$ cat src/rtl/axis_fifo_arbiter_if.sv
// AXI-Stream bundle between N sources, the packet arbiter and the FIFO write port.
// master: the arbiter's view. It consumes the source beats and drives the FIFO side.
// slave : the surrounding view. The sources and FIFO drive s_* and m_tready.
interface axis_fifo_arbiter_if #(
    parameter int unsigned N  = 4,
    parameter int unsigned DW = 16
);
    logic [N*DW-1:0] s_tdata;
    logic [N-1:0]    s_tvalid;
    logic [N-1:0]    s_tlast;
    logic [N-1:0]    s_tready;
    logic [DW-1:0]   m_tdata;
    logic            m_tvalid;
    logic            m_tlast;
    logic            m_tready;

    modport master (
        input  s_tdata, s_tvalid, s_tlast, m_tready,
        output s_tready, m_tdata, m_tvalid, m_tlast
    );

    modport slave (
        output s_tdata, s_tvalid, s_tlast, m_tready,
        input  s_tready, m_tdata, m_tvalid, m_tlast
    );
endinterface

$ cat src/rtl/axis_fifo_arbiter.sv
// Packet-granular round-robin arbiter sharing one AXI-Stream FIFO write port among N sources.
// A granted source is passed through combinationally until its tlast. Packets longer than
// MAX_BEATS are cut with a forced tlast, and the sticky trunc_err flag is set.
// Optional feature: define AXIS_ARB_PKTCNT_EN to add the per-source completed-packet
// counters on output pkt_cnt.
module axis_fifo_arbiter #(
    parameter int unsigned DW        = 16,
    parameter int unsigned N         = 4,
    parameter int unsigned MAX_BEATS = 4096
) (
    input  logic                   clk,
    input  logic                   rst,
    axis_fifo_arbiter_if.master    bus,
    output logic [$clog2(N)-1:0]   grant_idx,
    output logic                   busy,
    output logic                   trunc_err
`ifdef AXIS_ARB_PKTCNT_EN
    ,
    output logic [N*16-1:0]        pkt_cnt
`endif
);
    localparam int unsigned GIW = $clog2(N);
    localparam int unsigned CW  = $clog2(MAX_BEATS) + 1;

    typedef enum logic {IDLE, GRANT} state_t;

    state_t          state;
    logic [CW-1:0]   beat_cnt;

    logic            found_c;
    logic [GIW-1:0]  next_g_c;
    int unsigned     idx;

    logic [DW-1:0]   m_tdata_c;
    logic            m_tvalid_c;
    logic            m_tlast_c;
    logic            force_last_c;
    logic            hs_c;
    logic [N-1:0]    s_tready_c;

    // Round-robin search: first requesting source after the last grant, with wrap.
    always_comb begin
        found_c  = 1'b0;
        next_g_c = grant_idx;
        idx      = 0;
        for (int unsigned k = 1; k <= N; k++) begin
            idx = 32'(grant_idx) + k;
            if (idx >= N) begin
                idx = idx - N;
            end
            if (!found_c && bus.s_tvalid[GIW'(idx)]) begin
                found_c  = 1'b1;
                next_g_c = GIW'(idx);
            end
        end
    end

    // Pass-through from the granted source; the forced tlast caps the packet length.
    always_comb begin
        m_tdata_c    = '0;
        m_tvalid_c   = 1'b0;
        m_tlast_c    = 1'b0;
        s_tready_c   = '0;
        force_last_c = (beat_cnt == CW'(MAX_BEATS - 1));
        if (state == GRANT) begin
            m_tdata_c             = bus.s_tdata[32'(grant_idx)*DW +: DW];
            m_tvalid_c            = bus.s_tvalid[grant_idx];
            m_tlast_c             = bus.s_tlast[grant_idx] | force_last_c;
            s_tready_c[grant_idx] = bus.m_tready;
        end
    end

    assign hs_c         = m_tvalid_c & bus.m_tready;
    assign bus.m_tdata  = m_tdata_c;
    assign bus.m_tvalid = m_tvalid_c;
    assign bus.m_tlast  = m_tlast_c;
    assign bus.s_tready = s_tready_c;

    // Grant FSM, beat counter and sticky truncation flag.
    always_ff @(posedge clk) begin
        if (rst) begin
            state     <= IDLE;
            grant_idx <= GIW'(N - 1);
            busy      <= 1'b0;
            beat_cnt  <= '0;
            trunc_err <= 1'b0;
        end else begin
            case (state)
                IDLE: begin
                    if (found_c) begin
                        grant_idx <= next_g_c;
                        busy      <= 1'b1;
                        state     <= GRANT;
                    end
                end
                GRANT: begin
                    if (hs_c) begin
                        if (m_tlast_c) begin
                            beat_cnt <= '0;
                            busy     <= 1'b0;
                            state    <= IDLE;
                            if (force_last_c && !bus.s_tlast[grant_idx]) begin
                                trunc_err <= 1'b1;
                            end
                        end else begin
                            beat_cnt <= beat_cnt + CW'(1);
                        end
                    end
                end
                default: state <= IDLE;
            endcase
        end
    end

`ifdef AXIS_ARB_PKTCNT_EN
    // Saturating count of completed (including truncated) packets per source.
    always_ff @(posedge clk) begin
        if (rst) begin
            pkt_cnt <= '0;
        end else if (hs_c && m_tlast_c &&
                     pkt_cnt[32'(grant_idx)*16 +: 16] != 16'hFFFF) begin
            pkt_cnt[32'(grant_idx)*16 +: 16] <= pkt_cnt[32'(grant_idx)*16 +: 16] + 16'd1;
        end
    end
`else
    // Packet counters are not built in this configuration.
`endif

endmodule

$ cat src/flat_wrapper.sv
// flat-port wrapper written by rule: the top's interface ports become plain ports
module axis_fifo_arbiter_flat 
#(
    parameter int unsigned DW        = 16,
    parameter int unsigned N         = 4,
    parameter int unsigned MAX_BEATS = 4096
)
  (clk, rst, grant_idx, busy, trunc_err, bus_s_tdata, bus_s_tvalid, bus_s_tlast, bus_m_tready, bus_s_tready, bus_m_tdata, bus_m_tvalid, bus_m_tlast);
  axis_fifo_arbiter_if #(.N(N), .DW(DW)) bus_i ();
  input  logic clk;
  input  logic rst;
  output logic [$clog2(N)-1:0] grant_idx;
  output logic busy;
  output logic trunc_err;
  input wire logic [$bits(bus_i.s_tdata)-1:0] bus_s_tdata;
  input wire logic [$bits(bus_i.s_tvalid)-1:0] bus_s_tvalid;
  input wire logic [$bits(bus_i.s_tlast)-1:0] bus_s_tlast;
  input wire logic [$bits(bus_i.m_tready)-1:0] bus_m_tready;
  output wire logic [$bits(bus_i.s_tready)-1:0] bus_s_tready;
  output wire logic [$bits(bus_i.m_tdata)-1:0] bus_m_tdata;
  output wire logic [$bits(bus_i.m_tvalid)-1:0] bus_m_tvalid;
  output wire logic [$bits(bus_i.m_tlast)-1:0] bus_m_tlast;
  assign bus_i.s_tdata = bus_s_tdata;
  assign bus_i.s_tvalid = bus_s_tvalid;
  assign bus_i.s_tlast = bus_s_tlast;
  assign bus_i.m_tready = bus_m_tready;
  assign bus_s_tready = bus_i.s_tready;
  assign bus_m_tdata = bus_i.m_tdata;
  assign bus_m_tvalid = bus_i.m_tvalid;
  assign bus_m_tlast = bus_i.m_tlast;
  axis_fifo_arbiter #(.DW(DW), .N(N), .MAX_BEATS(MAX_BEATS)) u_core (.clk(clk), .rst(rst), .bus(bus_i), .grant_idx(grant_idx), .busy(busy), .trunc_err(trunc_err));
endmodule
$ cat config.mk
export PLATFORM = sky130hd
export DESIGN_NAME = axis_fifo_arbiter_flat
export DESIGN_NICKNAME = d
export VERILOG_FILES = /design/src/rtl/axis_fifo_arbiter_if.sv /design/src/rtl/axis_fifo_arbiter.sv /design/src/flat_wrapper.sv
export SDC_FILE = /design/constraint.sdc
export NUM_CORES = 1
export LEC_CHECK = 0
export CAP_MARGIN = 20
export CORE_MARGIN = 1
export CORE_UTILIZATION = 25
export CTS_CLUSTER_DIAMETER = 40
export DETAILED_ROUTE_END_ITERATION = 7
export SYNTH_ARGS = -nofsm -noshare
export SYNTH_HDL_FRONTEND = slang
export SYNTH_SLANG_ARGS = --single-unit
export TNS_END_PERCENT = 30
$ cat constraint.sdc
create_clock -name clk -period 2.8 [get_ports clk]
set_input_delay 0.28 -clock clk [delete_from_list [all_inputs] [get_ports clk]]
set_output_delay 0.28 -clock clk [all_outputs]
set_load 0.02 [all_outputs]
### Yosys cells after proc, flatten, opt, wreduce, memory -nomap -nowiden

Index checks and enable logic that the tools add are counted.

| storage, ports and cells | value |
|---|---|
| register bits | 18 |
| input bits | 75 |
| word-level logic and storage cells | 86 |

| cells by class | value |
|---|---|
| add/subtract/negate cells | 9 |
| magnitude comparators | 10 |
| equal/unequal tests | 4 |
| shift-type cells | 1 |
| multiplexer cells | 39 |
| bitwise gates (word level) | 4 |
| reduce and logical (&&, ||, !) cells | 14 |

Operators with widths:

| kind | number |
|---|---|
| 64-bit by 7-bit variable part select with 16-bit output | 1 |
| 1-bit two-way mux | 19 |
| 16-bit two-way mux | 1 |
| 2-bit two-way mux | 8 |
| 2-bit by 3-bit less-than comparator with 1-bit output, second input constant | 5 |
| 13-bit by 1-bit adder with 13-bit output, second input constant | 1 |
| 13-bit by 12-bit == test with 1-bit output, second input constant | 1 |
| 13-bit two-way mux | 1 |
| 1-bit binary-select mux with 2-bit select | 6 |
| 3-bit greater-or-equal comparator, second input constant | 3 |
| 2-bit by 1-bit subtractor with 2-bit output, second input constant | 4 |
| 2-bit by 2-bit adder with 3-bit output, second input constant | 2 |
| 3-bit AND reduction | 2 |
| 1-bit logical AND | 5 |
| 2-bit by 3-bit adder with 4-bit output, second input constant | 1 |
| 4-bit AND | 1 |
| 4-bit by 3-bit greater-or-equal comparator with 1-bit output, second input constant | 1 |
| 1-bit logical NOT | 4 |
| 4-bit two-way mux | 1 |
| 2-bit != test, second input constant | 2 |
| 1-bit one-hot mux with 2 select lines | 2 |
| 4-bit AND reduction | 1 |
| 4-bit nonzero test | 1 |
| 2-bit by 1-bit adder with 3-bit output, second input constant | 1 |
| other kinds (7) | 7 |

### Logic depth before layout (Yosys ltp)

Gate-level depths: netlist of run 1.

| logic depth | value |
|---|---|
| word-level depth | 17 |
| mapped depth | 9 |
| gate-level depth less buffers | 7 |

### Least setup slack after synthesis of run 1

OpenSTA, ideal clock, no wires.

| timing path | value |
|---|---|
| kind | register -> register |
| start | register u_core.grant_idx[1] |
| end | register u_core.grant_idx[1] |
| arrival time | 2.197 ns |
| data required time | 2.675 ns |
| path slack | 0.478 ns |
| cell stages (with the launch flop) | 9 |
| path buffers | 1 |
| period minus slack after synthesis | 2.322 ns |
| path through | dfxtp_1 clkbuf_1 inv_1 ha_1 mux4_2 nor3_1 nor2_1 nor3_1 a31oi_1 |

| on the way | value |
|---|---|
| word-level cells in the longest chain between the ends | 16 |
| elaborated cells between the ends (all ways) | 40 |
| those cells by class | 8 x add/sub; 4 x order compare; 20 x mux; 8 x reduce/logical |

RTL lines:

| item | line | source |
|---|---|---|
| from (decl) | axis_fifo_arbiter.sv:14 | `output logic [$clog2(N)-1:0] grant_idx,` |
| from (signal assigned) | axis_fifo_arbiter.sv:83 | `grant_idx <= GIW'(N - 1);` |
| from (signal assigned) | axis_fifo_arbiter.sv:91 | `grant_idx <= next_g_c;` |
| 2-bit by 1-bit adder with 3-bit output | axis_fifo_arbiter.sv:47 | `idx = 32'(grant_idx) + k;` |
| 3-bit greater-or-equal comparator / 2-bit by 1-bit subtractor with 2-bit output (equally long branches) | axis_fifo_arbiter.sv:48, axis_fifo_arbiter.sv:49 |  |
| 2-bit two-way mux | axis_fifo_arbiter.sv:48 | `if (idx >= N) begin` |
| 1-bit binary-select mux with 2-bit select | axis_fifo_arbiter.sv:51 | `if (!found_c && bus.s_tvalid[GIW'(idx)]) begin` |
| 1-bit two-way mux (not written as such) | axis_fifo_arbiter.sv:51 |  |
| 1-bit two-way mux | axis_fifo_arbiter.sv:51 |  |
| 1-bit logical NOT | axis_fifo_arbiter.sv:51 |  |
| 1-bit logical AND | axis_fifo_arbiter.sv:51 |  |
| 1-bit two-way mux | axis_fifo_arbiter.sv:51 |  |
| 1-bit logical NOT | axis_fifo_arbiter.sv:51 |  |
| 1-bit logical AND | axis_fifo_arbiter.sv:51 |  |
| 1-bit two-way mux | axis_fifo_arbiter.sv:51 |  |
| 1-bit logical NOT | axis_fifo_arbiter.sv:51 |  |
| 1-bit logical AND | axis_fifo_arbiter.sv:51 |  |
| 4-bit nonzero test (no line) / 1-bit two-way mux (equally long branches) | - |  |
| 3-bit AND reduction (no line) | - |  |

Parallel ways exist; a longest one is shown, timed or not. The select of a mux whose other input is x is not followed.
A chain may end at the register's enable or synchronous reset.

### Worst setup path after layout of run 1

| timing path | value |
|---|---|
| start | register u_core.grant_idx[0] |
| end | output bus_m_tdata[6] |

| on the way | value |
|---|---|
| word-level cells in the longest chain between the ends | 2 |

RTL lines:

| item | line | source |
|---|---|---|
| 64-bit by 7-bit variable part select with 16-bit output | axis_fifo_arbiter.sv:66 | `m_tdata_c = bus.s_tdata[32'(grant_idx)*DW +: DW];` |
| 16-bit two-way mux | axis_fifo_arbiter.sv:65 | `if (state == GRANT) begin` |
| to (decl) | flat_wrapper.sv:20 | `output wire logic [$bits(bus_i.m_tdata)-1:0] bus_m_tdata;` |

No other way between the ends.

==> run summary, run 1 <==
GP Congestion - 0.8025
die height - 82.04 um
vias in the first global route - 1631
Area Overhead vs Synth - 70.39%
Post-CTS Setup Inserts - 0
cell count after synthesis - 161
Max Clock Skew - 0.0005705 ns
Netlist cell types - 31
dpl ws - 0.4591 ns
CTS tree - done
HP Class - flip-flop to flip-flop
VDD IR-drop max - 0.0002557 V
Cell Count, Final, Fillers Out - 333
Fmax - 396.7 MHz
post-DP HPWL - 4072 um
RSZ-0062 raised after global routing - false
DP Cell Count - 329
CP Class - flip-flop to output pin
cell accounting for the most synthesized area - mux4_2
asr flop ratio synth - 0%
grt total ovfl - 0
Syn Nets - 241
Reg clk slew, reported paths - 0.07 ns
crit share post-route - 90.03%
most instantiated cells after synthesis - 21 x mux4_2, 19 x nor2_1, 18 x and2_1, 18 x dfxtp_1, 10 x xor2_1
CTS Buf Count - 3
Syn. warnings - 0
clock sinks - 18
Slew HR - 63.54%
largest net degree at the start of global routing - 22
DRC errors left - 0
hold_buf cts - 0
initial antenna violation count - 0
I/O pins - 101
wirelength, routed - 4993 um
EDFF count, synth - 0
critical path required time - 2.52 ns
Final Util - 45.02%
CTS H-tree depth - 1
Die ar. - 0.006731 mm2
wire per inst - 14.99 um
crit path capture type - output pin
synth top area cells - mux4_2 30%, dfxtp_1 23%, and2_1 7.0%
Setup TNS Final - 0 ns
Main synth FF type - dfxtp_1
Slew Limit Fails - 0
antenna violation net count after detailed routing - 0
Leakage - 1.038 nW
Port Buf Inserts - 100
Iter 0 DRT Violations - 54
Syn Area/Cell - 9.947 um2
post-CTS sizing - 0
cell area after synthesis - 0.001602 mm2
most frequent cell after synthesis - mux4_2
Hold Path Depth - 2
clk buf depth - 2
Diodes inserted - 0
Initial Utilization - 26.42%
Seq cells post-synth - 18
Worst EP arrival - 2.24 ns
max-cap violation count - 0
Yosys top cell area share - 29.53%
Worst-Margin Slew - 0.5465 ns
Clock Tree Root - clkbuf_8
nature of the critical path startpoint - flip-flop
Vias - 1605
Final nets - 339
Final Critical Period - 2.521 ns
drt pass-1 iters - 4
die span in x - 82.04 um
CP max FO - 21
Setup WS post-layout - 0.2791 ns
GRT Total Usage - 15.92%
first-pass GRT wire length - 8190 um
register area share after synthesis - 22.50%
Fillers - 599
Core Area - 0.006061 mm2
share of layout cells above drive strength 1 - 13.18%
final hold vios - 0
Site Rows - 28
outcome - completed
Vias/cell - 4.820
PD cells - 568.8 mW/mm2
setup violators final - 0
Clock Latency Late Sink - 0.25 ns
worst r2r path cells - 8
[power by group]
part | switching [mW] | internal, mW | total (mW)
Combinational | 0.437 | 0.583 | 1.02
Sequential | 0.0476 | 0.278 | 0.326
Clock | 0.0823 | 0.125 | 0.207
Total | 0.567 | 0.986 | 1.55
[logic make-up (layout without fill, tap and decap cells)]
| logic type | Yosys count | in the layout | share of synthesized area [%] |
|---|---|---|---|
| xor+xnor | 12 | 12 | 6.562 |
| mux | 22 | 22 | 30.23 |
| flops | 18 | 18 | 22.50 |
| simple gates | 74 | 74 | 24.69 |
| compound gates | 15 | 15 | 7.031 |
| buf+inv | 15 | 112 | 5.078 |
| fa+ha+maj | 5 | 5 | 3.906 |
[final timing paths]
path | startpoint | endpoint | slack [ns]
worst min-delay path | u_core.busy$_SDFFE_PP0P_ | u_core.busy$_SDFFE_PP0P_ | 0.46
worst min register to register | u_core.busy$_SDFFE_PP0P_ | u_core.busy$_SDFFE_PP0P_ | 0.46
worst max-delay path | u_core.grant_idx[0]$_SDFFE_PP1P_ | bus_m_tdata[6] | 0.28
worst max register to register | u_core.grant_idx[0]$_SDFFE_PP1P_ | u_core.grant_idx[1]$_SDFFE_PP1P_ | 0.53
[metal layers]
layer	wire length, um	track usage (%)	vias to the layer above
met5	0	0	-
met4	125	5.263	0
met3	302	1.889	10
met2	2485	29.26	53
met1	2080	18.92	756
li1	-	-	786
[sequential cells by signal, indices dropped and copies added, names as in the netlist]
signal            flops
u_core.beat_cnt      13
u_core.trunc_err      1
u_core.grant_idx      2
u_core.busy           1
u_core.state          1
[critical path: stages, from the launching register on]
cell             delay, ns
dfxtp_2               0.54
buf_12                0.24
mux4_2                0.51
and2_1                0.16
clkdlybuf4s50_1       0.54
[placed cells by master (no fill, tap or decap)]
cell,instances
dfxtp_2,1
xor2_1,10
inv_1,4
buf_4,3
ha_1,5
a31oi_4,1
nor2b_1,2
mux2_2,1
and2_1,18
nand2b_1,1
mux4_2,21
o21ai_0,1
buf_12,1
and3_1,8
nand3_1,8
nor2_1,19
nand4_1,2
o21bai_2,1
nand2_1,6
o21ai_1,1
o21bai_1,3
a31oi_1,3
nor3_1,5
and3_4,1
and4_1,2
clkdlybuf4s50_1,100
xnor2_1,2
nor3b_1,1
nor4_1,1
a21oi_1,4
a2bb2oi_1,1
dfxtp_1,17
clkbuf_8,4
[area by class of cell]
cell class              instances  area [um2]  area share [%]
multi-input cells             128        1160           42.50
repair buffers                104        1044           38.24
well taps                      75       93.84           3.439
clock buffers                   4       55.05           2.017
inverters                       4       15.01          0.5502
flip-flops and latches         18       361.6           13.25
[metrics by stage]
step           instance area (um2)  power (mW)  hold WS (ns)
6_report                      2729       1.552        0.4612
5_1_grt                       2729       1.678        0.4965
4_1_cts                       2729       1.575        0.4682
3_5_place_dp                  2674       1.364        0.4574
3_3_place_gp                  2674       1.356        0.4508
2_1_floorplan                 1602      0.9694        0.4484
(Power assumes the default switching activity.)
==> inputs of run 2 (changes only) <==
- CTS_CLUSTER_DIAMETER: 40 -> unset
==> results of run 2 <==
Same layout as run 1: the final DEF is identical, and so are final timing and power.
